[src/rtl/clock_time_pkg.sv]
// Shared types and field moduli for the digital clock timekeeping slice.
package clock_time_pkg;

  typedef enum logic [1:0] {
    ModeRun    = 2'd0,
    ModeSetHr  = 2'd1,
    ModeSetMin = 2'd2,
    ModeSetSec = 2'd3
  } mode_t;

  typedef logic [3:0] bcd_t;

  localparam int unsigned SEC_MOD   = 60;
  localparam int unsigned MIN_MOD   = 60;
  localparam int unsigned HR_MOD_24 = 24;
  localparam int unsigned HR_MOD_12 = 12;

  function automatic logic bcd_digit_ok(input bcd_t d);
    return d <= 4'd9;
  endfunction

endpackage

[src/rtl/bcd_pair_cnt.sv]
// Two-digit BCD modulo counter. TWELVE_HR selects the 1..MOD sequence with reset to MOD;
// otherwise it counts 0..MOD-1. wrap_out flags an increment while sitting at MOD-1.
module bcd_pair_cnt
  import clock_time_pkg::*;
#(
  parameter int unsigned MOD       = 60,
  parameter bit          TWELVE_HR = 1'b0
) (
  input  logic       clk,
  input  logic       rst,
  input  logic       inc,
  input  logic       clr,
  output logic       wrap_out,
  output logic [3:0] lo,
  output logic [3:0] hi
);

  localparam int unsigned MaxVal = TWELVE_HR ? MOD : MOD - 1;
  localparam int unsigned MinVal = TWELVE_HR ? 1 : 0;
  localparam int unsigned RstVal = TWELVE_HR ? MOD : 0;

  localparam bcd_t MaxHi  = bcd_t'(MaxVal / 10);
  localparam bcd_t MaxLo  = bcd_t'(MaxVal % 10);
  localparam bcd_t MinHi  = bcd_t'(MinVal / 10);
  localparam bcd_t MinLo  = bcd_t'(MinVal % 10);
  localparam bcd_t RstHi  = bcd_t'(RstVal / 10);
  localparam bcd_t RstLo  = bcd_t'(RstVal % 10);
  localparam bcd_t WrapHi = bcd_t'((MOD - 1) / 10);
  localparam bcd_t WrapLo = bcd_t'((MOD - 1) % 10);

  bcd_t lo_q, lo_d;
  bcd_t hi_q, hi_d;
  logic legal, at_max, at_wrap;

  // Out-of-range contents (upset) are not walked forward; the next update reloads the base.
  assign legal   = bcd_digit_ok(lo_q) &&
                   ((hi_q < MaxHi) || ((hi_q == MaxHi) && (lo_q <= MaxLo))) &&
                   !(TWELVE_HR && (hi_q == 4'd0) && (lo_q == 4'd0));
  assign at_max   = (hi_q == MaxHi) && (lo_q == MaxLo);
  assign at_wrap  = (hi_q == WrapHi) && (lo_q == WrapLo);
  assign wrap_out = inc && at_wrap;

  always_comb begin
    lo_d = lo_q;
    hi_d = hi_q;
    if (clr || (inc && !legal)) begin
      hi_d = RstHi;
      lo_d = RstLo;
    end else if (inc) begin
      if (at_max) begin
        hi_d = MinHi;
        lo_d = MinLo;
      end else if (lo_q == 4'd9) begin
        hi_d = hi_q + 4'd1;
        lo_d = 4'd0;
      end else begin
        lo_d = lo_q + 4'd1;
      end
    end
  end

  always_ff @(posedge clk) begin
    if (rst) begin
      lo_q <= RstLo;
      hi_q <= RstHi;
    end else begin
      lo_q <= lo_d;
      hi_q <= hi_d;
    end
  end

  assign lo = lo_q;
  assign hi = hi_q;

endmodule

[src/rtl/clock_time_ctrl.sv]
// Clock timekeeping and time-setting controller: 1 Hz prescaler, set-mode FSM, blink divider
// and the sec/min/hr BCD chain. Define CLOCK_TIME_CTRL_12H_EN for 12-hour mode with a pm output.
module clock_time_ctrl
  import clock_time_pkg::*;
#(
  parameter int unsigned TICK_DIV  = 50_000_000,
  parameter int unsigned BLINK_DIV = 12_500_000
) (
  input  logic       clk,
  input  logic       rst,
  input  logic       mode_btn,
  input  logic       inc_btn,
  output logic [3:0] sec_lo,
  output logic [3:0] sec_hi,
  output logic [3:0] min_lo,
  output logic [3:0] min_hi,
  output logic [3:0] hr_lo,
  output logic [3:0] hr_hi,
  output logic [1:0] mode,
  output logic       blink,
  output logic       sec_tick
`ifdef CLOCK_TIME_CTRL_12H_EN
  ,
  output logic       pm
`endif
);

  localparam int unsigned PW = (TICK_DIV > 1) ? $clog2(TICK_DIV) : 1;
  localparam int unsigned BW = (BLINK_DIV > 1) ? $clog2(BLINK_DIV) : 1;
  localparam logic [PW-1:0] TickMax  = PW'(TICK_DIV - 1);
  localparam logic [BW-1:0] BlinkMax = BW'(BLINK_DIV - 1);

`ifdef CLOCK_TIME_CTRL_12H_EN
  localparam int unsigned HrMod  = HR_MOD_12;
  localparam bit          HrTwelve = 1'b1;
`else
  localparam int unsigned HrMod  = HR_MOD_24;
  localparam bit          HrTwelve = 1'b0;
`endif

  mode_t         mode_q, mode_d;
  logic [PW-1:0] presc_q, presc_d;
  logic [BW-1:0] bdiv_q, bdiv_d;
  logic          blink_q, blink_d;
  logic          tick_q;

  logic run, tick, edit_inc;
  logic sec_inc, sec_clr, min_inc, hr_inc;
  logic sec_wrap, min_wrap, hr_wrap;

  assign run      = (mode_q == ModeRun);
  assign tick     = run && (presc_q == TickMax);
  // mode_btn takes priority, so a coincident inc_btn is dropped.
  assign edit_inc = inc_btn && !mode_btn && !run;

  always_comb begin
    mode_d = mode_q;
    if (mode_btn) begin
      unique case (mode_q)
        ModeRun:    mode_d = ModeSetHr;
        ModeSetHr:  mode_d = ModeSetMin;
        ModeSetMin: mode_d = ModeSetSec;
        ModeSetSec: mode_d = ModeRun;
      endcase
    end
  end

  always_comb begin
    presc_d = presc_q + PW'(1);
    if (!run || mode_btn || tick) begin
      presc_d = '0;
    end
  end

  always_comb begin
    bdiv_d  = bdiv_q + BW'(1);
    blink_d = blink_q;
    if (run || mode_btn || edit_inc) begin
      bdiv_d  = '0;
      blink_d = 1'b0;
    end else if (bdiv_q == BlinkMax) begin
      bdiv_d  = '0;
      blink_d = !blink_q;
    end
  end

  always_ff @(posedge clk) begin
    if (rst) begin
      mode_q  <= ModeRun;
      presc_q <= '0;
      bdiv_q  <= '0;
      blink_q <= 1'b0;
      tick_q  <= 1'b0;
    end else begin
      mode_q  <= mode_d;
      presc_q <= presc_d;
      bdiv_q  <= bdiv_d;
      blink_q <= blink_d;
      tick_q  <= tick;
    end
  end

  // Set-mode increments of minutes must not carry into hours, hence the run qualifier.
  assign sec_inc = tick;
  assign sec_clr = edit_inc && (mode_q == ModeSetSec);
  assign min_inc = sec_wrap || (edit_inc && (mode_q == ModeSetMin));
  assign hr_inc  = (run && min_wrap) || (edit_inc && (mode_q == ModeSetHr));

  bcd_pair_cnt #(
    .MOD       (SEC_MOD),
    .TWELVE_HR (1'b0)
  ) u_sec (
    .clk      (clk),
    .rst      (rst),
    .inc      (sec_inc),
    .clr      (sec_clr),
    .wrap_out (sec_wrap),
    .lo       (sec_lo),
    .hi       (sec_hi)
  );

  bcd_pair_cnt #(
    .MOD       (MIN_MOD),
    .TWELVE_HR (1'b0)
  ) u_min (
    .clk      (clk),
    .rst      (rst),
    .inc      (min_inc),
    .clr      (1'b0),
    .wrap_out (min_wrap),
    .lo       (min_lo),
    .hi       (min_hi)
  );

  bcd_pair_cnt #(
    .MOD       (HrMod),
    .TWELVE_HR (HrTwelve)
  ) u_hr (
    .clk      (clk),
    .rst      (rst),
    .inc      (hr_inc),
    .clr      (1'b0),
    .wrap_out (hr_wrap),
    .lo       (hr_lo),
    .hi       (hr_hi)
  );

`ifdef CLOCK_TIME_CTRL_12H_EN
  logic pm_q;

  // The hour counter wraps on 11->12, which is exactly where AM/PM flips.
  always_ff @(posedge clk) begin
    if (rst) begin
      pm_q <= 1'b0;
    end else if (hr_wrap) begin
      pm_q <= !pm_q;
    end
  end

  assign pm = pm_q;
`else
  logic unused_hr_wrap;
  assign unused_hr_wrap = hr_wrap;
`endif

  assign mode     = mode_q;
  assign blink    = blink_q;
  assign sec_tick = tick_q;

endmodule

[config.mk]
export PLATFORM = sky130hd
export DESIGN_NAME = clock_time_ctrl
export DESIGN_NICKNAME = d
export VERILOG_FILES = /design/src/rtl/clock_time_pkg.sv /design/src/rtl/bcd_pair_cnt.sv /design/src/rtl/clock_time_ctrl.sv
export SDC_FILE = /design/constraint.sdc
export NUM_CORES = 1
export LEC_CHECK = 0
export CORE_ASPECT_RATIO = 0.8
export CORE_MARGIN = 1.5
export CORE_UTILIZATION = 59
export CTS_BUF_LIST = sky130_fd_sc_hd__clkbuf_2 sky130_fd_sc_hd__clkbuf_4 sky130_fd_sc_hd__clkbuf_8
export CTS_CLUSTER_DIAMETER = 150
export CTS_CLUSTER_SIZE = 20
export DETAILED_ROUTE_END_ITERATION = 7
export GPL_TIMING_DRIVEN = 0
export PLACE_DENSITY_LB_ADDON = 0.08
export SETUP_SLACK_MARGIN = 0.15
export SYNTH_ARGS = -nofsm -noshare
export SYNTH_HDL_FRONTEND = slang
export SYNTH_SLANG_ARGS = --single-unit
[constraint.sdc]
create_clock -name clk -period 2.4 [get_ports clk]
set_input_delay 0.36 -clock clk [delete_from_list [all_inputs] [get_ports clk]]
set_output_delay 0.36 -clock clk [all_outputs]
set_load 0.05 [all_outputs]
After elaboration in Yosys (flattened, before gate mapping)
Cells that the tools add are included.

Flip-flop bits (word level): 78. Input bits: 4. Output and inout bits: 28. Word-level logic and storage cells: 101.

$add $sub $neg: 8. $lt $le $gt $ge: 7. Equality and inequality tests: 12. Muxes and demuxes: 13. Reduce and logical (&&, ||, !) cells: 50.

Operators by type and width (number): 2-to-1 mux 4 bit (12); adder 26 x 1 -> 26 bit, second input constant (1); == test 26 bit, second input constant (1); adder 24 x 1 -> 24 bit, second input constant (1); adder 4 x 1 -> 4 bit, second input constant (6); == test 24 bit, second input constant (1); logical AND 1 bit (21); == test 4 bit, second input constant (3); less-or-equal comparator 4 bit, second input constant (3); logical OR 1 bit (10); OR reduction 2 bit (5); == test 4 x 2 -> 1 bit, second input constant (2); == test 4 x 3 -> 1 bit, second input constant (2); less-than comparator 4 x 3 -> 1 bit, second input constant (2); case mux 2 bit (4 select lines) (1); logical NOT 1 bit (6); AND reduction 2 bit (3); nonzero test 2 bit (3); == test 2 bit, second input constant (2); less-or-equal comparator 4 x 2 -> 1 bit, second input constant (1); less-than comparator 4 x 2 -> 1 bit, second input constant (1); OR reduction 3 bit (1); == test 2 x 1 -> 1 bit, second input constant (1); logical NOT 2 bit (1).

Longest topological paths before layout
Gate-level depths: netlist of the first run.

Word-level depth: 10. Gate-level depth with buffers: 9. Gate-level depth less buffers: 7.

Hierarchy
From an unflattened synthesis of the first run, not the netlist that was laid out.

Cells, all modules: 454. Area total of the unflattened synthesis: 3993.8 sq um.

Modules (own cells, without submodules): clock_time_ctrl (times used 1, cells an instance 297, area an instance 2572.5 sq um, sequential area each 1081.0 sq um); bcd_pair_cnt at u_min ... (times used 2, cells an instance 53, area an instance 475.5 sq um, sequential area each 160.2 sq um); bcd_pair_cnt at u_hr (times used 1, cells an instance 51, area an instance 470.5 sq um, sequential area each 160.2 sq um).

Worst setup path after synthesis of the first run
Ideal clock, no wire load.

Path type: register -> register. Start point: register mode_q[0], in the netlist mode[0]. End point: register u_hr.lo_q[2], in the netlist u_hr.lo[2]. Library setup time: 0.130 ns. Data arrival time: 2.131 ns. Required time: 2.270 ns. Setup slack: 0.140 ns. Cell stages (with the launch flop): 10. Path buffers: 2. Period minus slack after synthesis: 2.260 ns. Path through: dfxtp_1 inv_1 ha_1 and4b_1 and4_1 buf_2 and3_1 buf_2 o2111ai_1 o31ai_1.

Cells in the longest elaborated chain, start to end: 10. Elaborated cells on any way between the ends: 15. Those cells by class: eq/ne (2); reduce/logical (13).

Ends and longest elaborated chain: start: declaration (RTL line clock_time_ctrl.sv:41) `mode_t mode_q, mode_d;`; start signal: assignment (RTL line clock_time_ctrl.sv:89) `mode_q <= ModeRun;`; start signal: assignment (RTL line clock_time_ctrl.sv:95) `mode_q <= mode_d;`; logical NOT 2 bit (RTL line clock_time_ctrl.sv:51) `assign run = (mode_q == ModeRun);`; logical NOT 1 bit (RTL line clock_time_ctrl.sv:54) `assign edit_inc = inc_btn && !mode_btn && !run;`; logical AND 1 bit (RTL line clock_time_ctrl.sv:54); logical AND 1 bit (RTL line clock_time_ctrl.sv:106) `assign min_inc = sec_wrap || (edit_inc && (mode_q == ModeSetMin));`; logical OR 1 bit (RTL line clock_time_ctrl.sv:106); logical AND 1 bit (RTL line bcd_pair_cnt.sv:41) `assign wrap_out = inc && at_wrap;`; logical AND 1 bit (RTL line clock_time_ctrl.sv:107) `assign hr_inc = (run && min_wrap) || (edit_inc && (mode_q == ModeSetHr));`; logical OR 1 bit * (RTL line clock_time_ctrl.sv:107); logical AND 1 bit (RTL line bcd_pair_cnt.sv:46) `if (clr || (inc && !legal)) begin`; OR reduction 2 bit (no line); end signal: assignment (RTL line bcd_pair_cnt.sv:64) `lo_q <= RstLo;`; end signal: assignment (RTL line bcd_pair_cnt.sv:67) `lo_q <= lo_d;`; end: declaration (RTL line bcd_pair_cnt.sv:31) `bcd_t lo_q, lo_d;`.

Mark *: on every way between the ends. The rest lies on a longest branch, timed or not. A chain may end at the register's enable or synchronous reset.

Final worst setup path of the first run
Start point: register mode_q[0], in the netlist mode[0]. End point: register presc_q[11].

Cells in the longest elaborated chain, start to end: 5. Elaborated cells on any way between the ends: 6. Those cells by class: reduce/logical (6).

Ends and longest elaborated chain: logical NOT 2 bit * (RTL line clock_time_ctrl.sv:51); logical NOT 1 bit (RTL line clock_time_ctrl.sv:70) `if (!run || mode_btn || tick) begin`; logical OR 1 bit (RTL line clock_time_ctrl.sv:70); logical OR 1 bit * (RTL line clock_time_ctrl.sv:70); OR reduction 2 bit (no line) *; end signal: assignment (RTL line clock_time_ctrl.sv:96) `presc_q <= presc_d;`; end: declaration (RTL line clock_time_ctrl.sv:42) `logic [PW-1:0] presc_q, presc_d;`.

Marks and branches as above.

==> qor.yml, run 1 <==
final_common_cell: "nor2_1"
grt_max_degree: 14
final_net_count: 548
startpoint_type: "register"
hold_path.class: "register to register"
drive_above_1_share_pct: 8.61
grt.overflow.total: 0
route.detailed.drc: 0
antenna_found_initial: 0
crit_fanout: 10
cts_buffers: 9
vias_per_cell: 5.82
maxCapViolCount: 0
port_buffers: 30
synthArstFlopShare_pct: 0
drt_iter0_markers: 149
synth_flop_cell: "dfxtp_1"
powerDensity_nw_per_um2: 617
ant_nets: 0
synthCells: 488
dp_slack_ps: 73.0
grt_pass1_wl_um: 15200
drtPass1Iterations: 4
final_cell_mix: "nor2_1, dfxtp_1, nand2_1, xnor2_1, clkdlybuf4s50_1"
peakVddDrop_uv: 397
rows: 26
ys_types: 58
antenna_cells: 0
clock_sinks: 78
grt_usage_pct: 25.7
required_ps: 2640
fp.dieH_um: 77.4
fmax_ghz: 0.475
critPathMaxStageDelay_ps: 350
postSynthAreaPerCell_sq_um: 8.37
max-slew-margin-rel_pct: 63.8
start_util_pct: 62.5
die_area_sq_um: 7440
worstSetupPathType: "register to register"
fp.dieW_um: 96.0
ys.warnings.count: 0
final-hold-violation-count: 0
syn_area_sq_um: 4090
synth_enable_flop_cells: 0
clockBufferDepth: 2
synth_fp_nets: 506
cts-root-buf: "clkbuf_8"
fin_crit_sh_pct: 87.8
slew_viol_final: 0
finalSetupViolCount: 0
hpwlAfterDp_um: 6310
htreeDepth: 3
outcome: "finished clean"
slowest_stage: "dfxtp_2"
p_leak_nw: 1.56
num_vias: 3598
core_area_sq_um: 6540
gp_congestion: 0.847
crit_chain: "inv_1 > ha_2 > and4b_1 > and3_1 > nand4_1 > nand3_2 > buf_2 > nor2_1"
ios: 32
tritoncts: "built"
clk_latency_ps: 350
path_clk_slew_ps: 80
rsz0062_at_grt: "true"
arrival_ps: 2340
min_period_ps: 2110
cts_hold_buf: 0
syn2layout_area_growth_pct: 15.8
clock_skew_ps: 8.01
worst_pin_slew_ps: 543
wl_per_cell_um: 14.2
finalPower_w: 0.00292
tns_ps: 0
fillerInstances: 505
end_kind: "register"
routed_wl_um: 8790
post-route-util_pct: 72.3
ys_seq_area_share_pct: 38.2
synth.ff_latch_count: 78
worst_slack_ps: 293
grt_pass1_vias: 3219
==> registers in the layout, summed over array words and instances (netlist names) <==
| name | flops |
|---|---|
| presc_q | 26 |
| mode | 2 |
| sec_tick | 1 |
| bdiv_q | 24 |
| u_sec.hi | 4 |
| u_min.lo | 4 |
| u_hr.lo | 4 |
| blink | 1 |
| u_hr.hi | 4 |
| u_min.hi | 4 |
| u_sec.lo | 4 |
==> cell families after synthesis <==
group                    share of synthesized area (%)
adder cells (fa/ha/maj)                           4.29
buffers and inverters                             3.98
multiplexers                                     0.735
AND/OR/NAND/NOR                                   31.9
flip-flops                                        38.2
XOR/XNOR                                          10.7
AO/OA/AOI/OAI                                     10.2
==> critical path, delay by kind of cell, from the launching register on <==
family	cells	cell delay (ps)
buffers and inverters	2	340
and+or+nand+nor	5	1030
DFF	1	350
adders and majority gates	1	250
==> cell usage after synthesis (all sizes together) (3+ instances only) <==
cell type / instances / area (sq um)
nand2: 33 / 124
nor3b: 5 / 37.5
ha: 14 / 175
nor4: 13 / 109
a21boi: 3 / 22.5
nor3: 18 / 95.1
a21oi: 20 / 115
nand2b: 7 / 43.8
and3: 9 / 56.3
buf: 9 / 50.0
and2: 3 / 18.8
o21ai: 11 / 55.1
a31oi: 7 / 43.8
inv: 18 / 67.6
mux2i: 3 / 30.0
xnor2: 30 / 263
nor4b: 6 / 58.8
xor2: 20 / 175
and4: 8 / 71.3
nand4: 16 / 113
nor2: 81 / 304
nand3: 27 / 145
dfxtp: 78 / 1560
clkbuf: 12 / 45.0
o211ai: 3 / 22.5
o2111ai: 4 / 35.0
o31ai: 3 / 22.5
==> area by class of cell <==
type	count	area [sq um]	share of cell area [%]
clock buffer	9	124	2.62
tap	84	105	2.22
clock inverter	6	87.6	1.85
sequential	78	1560	33.0
buffer	21	100	2.12
inverter	18	67.6	1.43
timing repair buffer	31	308	6.51
multi-input combinational	371	2380	50.2
==> layer usage <==
metal	vias up	part of all wire (%)	GRT usage, %
met5	-	0	0
met4	0	1.8	6.62
met3	17	6.0	6.57
met2	108	45	39.2
met1	1673	47	36.0
li1	1800	-	-
==> worst paths after layout <==
| kind | endpoint | slack, ps | startpoint | cells past startpoint |
|---|---|---|---|---|
| worst min-delay path | bdiv_q[0]$_SDFF_PP0_ | 440 | bdiv_q[0]$_SDFF_PP0_ | 1 |
| worst max register to register | presc_q[11]$_SDFF_PP0_ | 290 | mode[0]$_SDFFE_PP0P_ | 8 |
| worst min register to register | bdiv_q[0]$_SDFF_PP0_ | 440 | bdiv_q[0]$_SDFF_PP0_ | 1 |
| worst max-delay path | presc_q[11]$_SDFF_PP0_ | 290 | mode[0]$_SDFFE_PP0P_ | 8 |
==> power breakdown <==
part           internal (W)  total, W  leakage (nW)  switching [W]
sequential          0.00134   0.00139         0.630      0.0000565
combinational      0.000159  0.000452         0.821       0.000293
clock              0.000580   0.00107         0.109       0.000492
total               0.00207   0.00292          1.56       0.000842
==> repair_timing <==
action | CTS | global route
gates resized for setup | 0 | 10
endpoints found under the setup margin | 0 | 43
hold endpoints to repair | 0 | 0
buffers inserted | 0 | 1
==> metrics by stage <==
stage,area (sq um),hold WS [ps],std cells
finish,4730,440,618
global route,4730,473,618
CTS,4700,444,617
detailed placement,4490,433,602
global placement,4490,422,602
floorplan,4090,413,488
No activity file was read; power rests on OpenSTA's default activity.
==> inputs of run 2 (changes only) <==
clock period = 2 ns   (was 2.4 ns; I/O delays follow)
==> run 2 against run 1 <==
Net effect:
- via count up 5.6%
- worst hold slack gained 2.3 ps
- sequential power increased by 21%
- final cell count increased by 3.2%
- sequential share of layout area fell by 2.0 points
- register-to-register slack worse by 160 ps
- utilization increased by 7.2 points
- clock-buffer cell count is 1 higher
- clock skew is 5.4 ps higher
- combinational power is 29% higher
- global-route usage is 1.1 points higher
- die area unchanged
==> qor.yml, run 2 (synthesized netlist as in run 1, its figures left out) <==
rows: 26  # unchanged
worstSetupPathType: "register to register"  # unchanged
worstHoldPathCells: 1  # unchanged
final_net_count: 567  # was 548
startpoint: "u_min.lo[1]$_SDFFE_PP0P_"  # was mode[0]$_SDFFE_PP0P_
peakVddDrop_uv: 473  # was 397 uV
min_period_ps: 1870  # was 2110 ps
r2r-end: "u_hr.lo[1]$_SDFFE_PP0P_"  # was presc_q[11]$_SDFF_PP0_
routed_wl_um: 9820  # was 8790 um
vias_per_cell: 5.95  # was 5.82
drtPass1Iterations: 7  # was 4
fillerInstances: 455  # was 505
grt.overflow.total: 0  # unchanged
arrival_ps: 2120  # was 2340 ps
crit_chain: "clkbuf_2 > and4bb_2 > and4_4 > and3_4 > buf_6 > o22ai_2 > a32o_1"  # was inv_1 > ha_2 > and4b_1 > and3_1 > nand4_1 > nand3_2 > buf_2 > nor2_1
slew_viol_final: 0  # unchanged
hpwlAfterDp_um: 6250  # was 6310 um
die_area_sq_um: 7440  # unchanged
place_area_sq_um: 4550  # was 4490 sq um
outcome: "finished clean"  # unchanged
finish.instance_area_sq_um: 5200  # was 4730 sq um
tritoncts: "built"  # unchanged
max-slew-margin-rel_pct: 65.5  # was 63.8%
fp.dieW_um: 96.0  # unchanged
p_leak_nw: 1.93  # was 1.56 nW
final_cell_mix: "nor2_1, dfxtp_1, nand2_1, xnor2_1, nand3_1"  # was nor2_1, dfxtp_1, nand2_1, xnor2_1, clkdlybuf4s50_1
grt_max_degree: 15  # was 14
clock_skew_ps: 13.4  # was 8.01 ps
clock_sinks: 78  # unchanged
grt_pass1_wl_um: 15900  # was 15200 um
num_vias: 3798  # was 3598
slowest_stage: "and4bb_2"  # was dfxtp_2
worst_pin_slew_ps: 516  # was 543 ps
largest_register: "presc_q"  # unchanged
grt_pass1_vias: 3426  # was 3219
cts_buffers: 9  # unchanged
r2r-start: "u_min.lo[1]$_SDFFE_PP0P_"  # was mode[0]$_SDFFE_PP0P_
critPathBufInv: 2  # unchanged
start_util_pct: 62.5  # unchanged
critPathTopFamily: "simple AND/OR/NAND/NOR gates"  # unchanged
hold_end: "bdiv_q[0]$_SDFF_PP0_"  # unchanged
port_buffers: 30  # unchanged
crit_fanout: 9  # was 10
htreeDepth: 3  # unchanged
rrSetupSlack_ps: 130  # was 290 ps
maxCapViolCount: 0  # unchanged
rsz0062_at_grt: "true"  # unchanged
drt_iter0_markers: 179  # was 149
fmax_ghz: 0.535  # was 0.475 GHz
antenna_cells: 0  # unchanged
largest_reg_flops: 26  # unchanged
cts_hold_buf: 0  # unchanged
startpoint_type: "register"  # unchanged
cts-root-buf: "clkbuf_8"  # unchanged
clk_latency_ps: 350  # about the same
wl_per_cell_um: 15.4  # was 14.2 um
min_from: "bdiv_q[0]$_SDFF_PP0_"  # unchanged
finalPower_w: 0.00361  # was 0.00292 W
syn2layout_area_growth_pct: 27.3  # was 15.8%
top_regs: "presc_q x26, bdiv_q x24"  # unchanged
finalSetupViolCount: 0  # unchanged
route.detailed.drc: 0  # unchanged
ios: 32  # unchanged
ant_nets: 0  # unchanged
end_kind: "register"  # unchanged
required_ps: 2250  # was 2640 ps
final_common_cell: "nor2_1"  # unchanged
grt_usage_pct: 26.8  # was 25.7%
path_clk_slew_ps: 80  # about the same
critPathMaxStageDelay_ps: 400  # was 350 ps
drive_above_1_share_pct: 21.7  # was 8.61%
hold_path.class: "register to register"  # unchanged
fin_crit_sh_pct: 93.5  # was 87.8%
reg2regPathDepth: 7  # was 8
antenna_found_initial: 0  # unchanged
fp.dieH_um: 77.4  # unchanged
clockBufferDepth: 2  # unchanged
gp_congestion: 0.929  # was 0.847
core_area_sq_um: 6540  # unchanged
final-hold-violation-count: 0  # unchanged
powerDensity_nw_per_um2: 693  # was 617 nW/um^2
## run 2: repair_timing
action,CTS,global route
setup endpoints to repair,84,69
buffers inserted,9,11
resized for setup,40,53
pin swaps,6,21
## run 2: routing by layer
metal	up-vias	wire, um	GRT usage, %
li1	1837	-	-
met1	1826	4420	35.0
met2	115	4700	43.9
met3	20	562	6.27
met4	0	141	7.65
met5	-	0	0
## run 2: where the power goes
group / switching [W] / leakage (nW) / internal (W) / total (W)
clock network: 0.000603 / 0.113 / 0.000745 / 0.00135
logic: 0.000378 / 1.17 / 0.000203 / 0.000581
registers: 0.0000675 / 0.644 / 0.00161 / 0.00168
total: 0.00105 / 1.93 / 0.00256 / 0.00361
## run 2: final cells by class
| cell class | count | area [sq um] | area share (%) |
|---|---|---|---|
| multi-input combinational | 371 | 2570 | 49.5 |
| sequential | 78 | 1610 | 31.0 |
| timing repair buffer | 50 | 457 | 8.78 |
| buffer | 21 | 148 | 2.84 |
| clock buffer | 10 | 138 | 2.65 |
| tap | 84 | 105 | 2.02 |
| clock inverter | 6 | 93.8 | 1.80 |
| inverter | 18 | 72.6 | 1.40 |
## run 2: worst max-delay path by stage
stage                                     to  slack, ps  depth (start not counted)
floorplan            u_hr.lo[1]$_SDFFE_PP0P_        150                          7
global placement    u_min.lo[0]$_SDFFE_PP0P_       -280                          7
detailed placement  u_min.lo[0]$_SDFFE_PP0P_       -250                          7
CTS                    bdiv_q[23]$_SDFF_PP0_        140                          6
global route        u_min.lo[3]$_SDFFE_PP0P_         80                          8
finish               u_hr.lo[1]$_SDFFE_PP0P_        130                          7
## run 2: worst register-to-register path, delay by kind of cell (launching register included)
family                 cells  cell delay, ps
DFF                        1             320
AOI/OAI and AO/OA          2             300
and+or+nand+nor            3             880
buffers and inverters      2             280
## run 2: through the flow
step                      setup WS (ps)  cells  util, %  hold WS (ps)  TNS (ps)
after floorplan                     151    488        -           385         0
after global placement             -276    602     69.6           421     -4270
after detailed placement           -253    602     69.6           434     -5750
after CTS                           137    627     75.5           447         0
after global routing               77.3    638     79.5           458         0
final                               130    638     79.5           442         0
==> inputs of run 3 (changes only) <==
CORE_ASPECT_RATIO = unset   (was 0.8)
==> run 3 against run 2 <==
Net effect:
- global-route usage is 1.4 points lower
- clock-buffer cell count is 1 higher
- register-to-register slack worse by 90 ps
- wire length is 0.38% lower
==> qor.yml, run 3 (synthesized netlist as in run 1, its figures left out) <==
worstSetupPathType: "register to register"  # unchanged
start_util_pct: 60.5  # was 62.5%
fp.dieH_um: 86.2  # was 77.4 um
worst_slack_ps: 35.7  # was 130 ps
arrival_ps: 2210  # was 2120 ps
slowest_stage: "nor4b_2"  # was and4bb_2
htreeDepth: 3  # unchanged
drtPass1Iterations: 7  # unchanged
critPathMaxStageDelay_ps: 480  # was 400 ps
startpoint_type: "register"  # unchanged
cp.depth: 7  # unchanged
grt_pass1_vias: 3289  # was 3426
clock_skew_ps: 13.0  # was 13.4 ps
path_clk_slew_ps: 80  # about the same
grt_usage_pct: 25.4  # was 26.8%
cts_hold_buf: 0  # unchanged
tritoncts: "built"  # unchanged
vias_per_cell: 5.87  # was 5.95
syn2layout_area_growth_pct: 28.4  # was 27.3%
worst_pin_slew_ps: 521  # was 516 ps
gp_congestion: 0.838  # was 0.929
post-route-util_pct: 77.6  # was 79.5%
end_kind: "register"  # unchanged
final_net_count: 569  # was 567
routed_wl_um: 9780  # was 9820 um
fin_crit_sh_pct: 98.2  # was 93.5%
outcome: "finished clean"  # unchanged
crit_fanout: 6  # was 9
fin_hold_ws_ps: 417  # was 442 ps
powerDensity_nw_per_um2: 719  # was 693 nW/um^2
antenna_cells: 0  # unchanged
max-slew-margin-rel_pct: 64.9  # was 65.5%
rsz0062_at_grt: "true"  # unchanged
fillerInstances: 466  # was 455
r2r-start: "presc_q[10]$_SDFF_PP0_"  # was u_min.lo[1]$_SDFFE_PP0P_
rows: 30  # was 26
reg2regPathDepth: 7  # unchanged
grt_max_degree: 14  # was 15
grt_pass1_wl_um: 15100  # was 15900 um
ant_nets: 0  # unchanged
cts-root-buf: "clkbuf_8"  # unchanged
dp_slack_ps: -238  # was -253 ps
drt_iter0_markers: 141  # was 179
antenna_found_initial: 0  # unchanged
final_cell_mix: "nor2_1, dfxtp_1, nand2_1, xnor2_1, nand3_1"  # unchanged
final-seq-area_sq_um: 1610  # about the same
min_period_ps: 1960  # was 1870 ps
drive_above_1_share_pct: 21.9  # was 21.7%
clk_latency_ps: 360  # was 350 ps
ios: 32  # unchanged
slew_viol_final: 0  # unchanged
final_common_cell: "nor2_1"  # unchanged
multi_input_area_sq_um: 2580  # was 2570 sq um
clock_sinks: 78  # unchanged
num_vias: 3733  # was 3798
top_regs: "presc_q x26, bdiv_q x24"  # unchanged
finalSetupViolCount: 0  # unchanged
final-hold-violation-count: 0  # unchanged
hold_path.class: "register to register"  # unchanged
route.detailed.drc: 0  # unchanged
critPathBufInv: 2  # unchanged
core_area_sq_um: 6760  # was 6540 sq um
largest_register: "presc_q"  # unchanged
cpMostUsedCell: "buf_6"
peakVddDrop_uv: 521  # was 473 uV
r2r-end: "u_hr.lo[1]$_SDFFE_PP0P_"  # unchanged
grt.overflow.total: 0  # unchanged
die_area_sq_um: 7430  # was 7440 sq um
critPathTopFamily: "simple AND/OR/NAND/NOR gates"  # unchanged
wl_per_cell_um: 15.4  # about the same
port_buffers: 30  # unchanged
hpwlAfterDp_um: 6150  # was 6250 um
fp.dieW_um: 86.2  # was 96.0 um
cts_buffers: 9  # unchanged
crit_chain: "nor4b_2 > and4_1 > buf_6 > and3_4 > buf_6 > o22ai_2 > a32o_1"  # was clkbuf_2 > and4bb_2 > and4_4 > and3_4 > buf_6 > o22ai_2 > a32o_1
place_inst: 598  # was 602
clockBufferDepth: 2  # unchanged
required_ps: 2250  # about the same
p_leak_nw: 1.97  # was 1.93 nW
cp-endpoint: "u_hr.lo[1]$_SDFFE_PP0P_"  # unchanged
largest_reg_flops: 26  # unchanged
maxCapViolCount: 0  # unchanged
fin_cells: 636  # was 638
startpoint: "presc_q[10]$_SDFF_PP0_"  # was u_min.lo[1]$_SDFFE_PP0P_
fmax_ghz: 0.509  # was 0.535 GHz
rrSetupSlack_ps: 40  # was 130 ps
[run 3: cell count changes in the layout (fill, tap and decap cells not counted), moves of 3 or more]
cell,change
a21oi_1,-3
dfxtp_1,+5
dfxtp_2,-5
buf_6,+6
a21oi_2,+3
[run 3: power breakdown]
part / leakage [nW] / total (W) / internal [W] / switching, W
Sequential: 0.641 / 0.00168 / 0.00161 / 0.0000680
Combinational: 1.21 / 0.000622 / 0.000229 / 0.000394
Clock: 0.123 / 0.00147 / 0.000879 / 0.000590
[run 3: worst min-delay path by stage]
stage,start,endpoint,slack [ps],cells after the start
6_report,bdiv_q[0]$_SDFF_PP0_,bdiv_q[0]$_SDFF_PP0_,420,1
5_1_grt,bdiv_q[0]$_SDFF_PP0_,bdiv_q[0]$_SDFF_PP0_,440,1
4_1_cts,bdiv_q[0]$_SDFF_PP0_,bdiv_q[0]$_SDFF_PP0_,450,1
3_5_place_dp,bdiv_q[0]$_SDFF_PP0_,bdiv_q[0]$_SDFF_PP0_,440,1
3_3_place_gp,bdiv_q[0]$_SDFF_PP0_,bdiv_q[0]$_SDFF_PP0_,420,1
2_1_floorplan,mode_btn,mode[0]$_SDFFE_PP0P_,390,1
[run 3: per-stage QoR]
| stage | TNS, ps | total power, W | cell area [sq um] |
|---|---|---|---|
| global placement | -3130 | 0.00224 | 4550 |
| CTS | 0 | 0.00372 | 4990 |
| finish | 0 | 0.00377 | 5250 |
| global route | -4.06 | 0.00391 | 5250 |
| floorplan | 0 | 0.00209 | 4150 |
| detailed placement | -4630 | 0.00226 | 4550 |
[run 3: routing by layer]
layer | vias up | share of wire (%) | track usage [%]
met4 | 0 | 2.3 | 9.24
met5 | - | 0 | 0
met2 | 123 | 49 | 41.8
met1 | 1744 | 44 | 33.6
li1 | 1843 | - | -
met3 | 23 | 5.3 | 4.76
[run 3: what timing repair did]
action                                  CTS  global route
endpoints found under the setup margin   76            71
cloned                                    0             0
setup buffers                            11            11
pin swaps                                10            21
gates resized for setup                  41            56
[run 3: layout make-up]
cell class | count | share of cell area (%)
multi-input combinational | 371 | 49.1
sequential | 78 | 30.6
timing repair buffer | 52 | 9.35
buffer | 21 | 2.81
clock buffer | 11 | 2.77
clock inverter | 5 | 2.03
tap | 80 | 1.91
inverter | 18 | 1.38
[run 3: worst reg2reg max path: cells and delay by family, from the launching register on]
kind	cells	cell delay (ps)
AOI/OAI and AO/OA	2	290
DFF	1	350
and+or+nand+nor	3	970
buffers and inverters	2	260
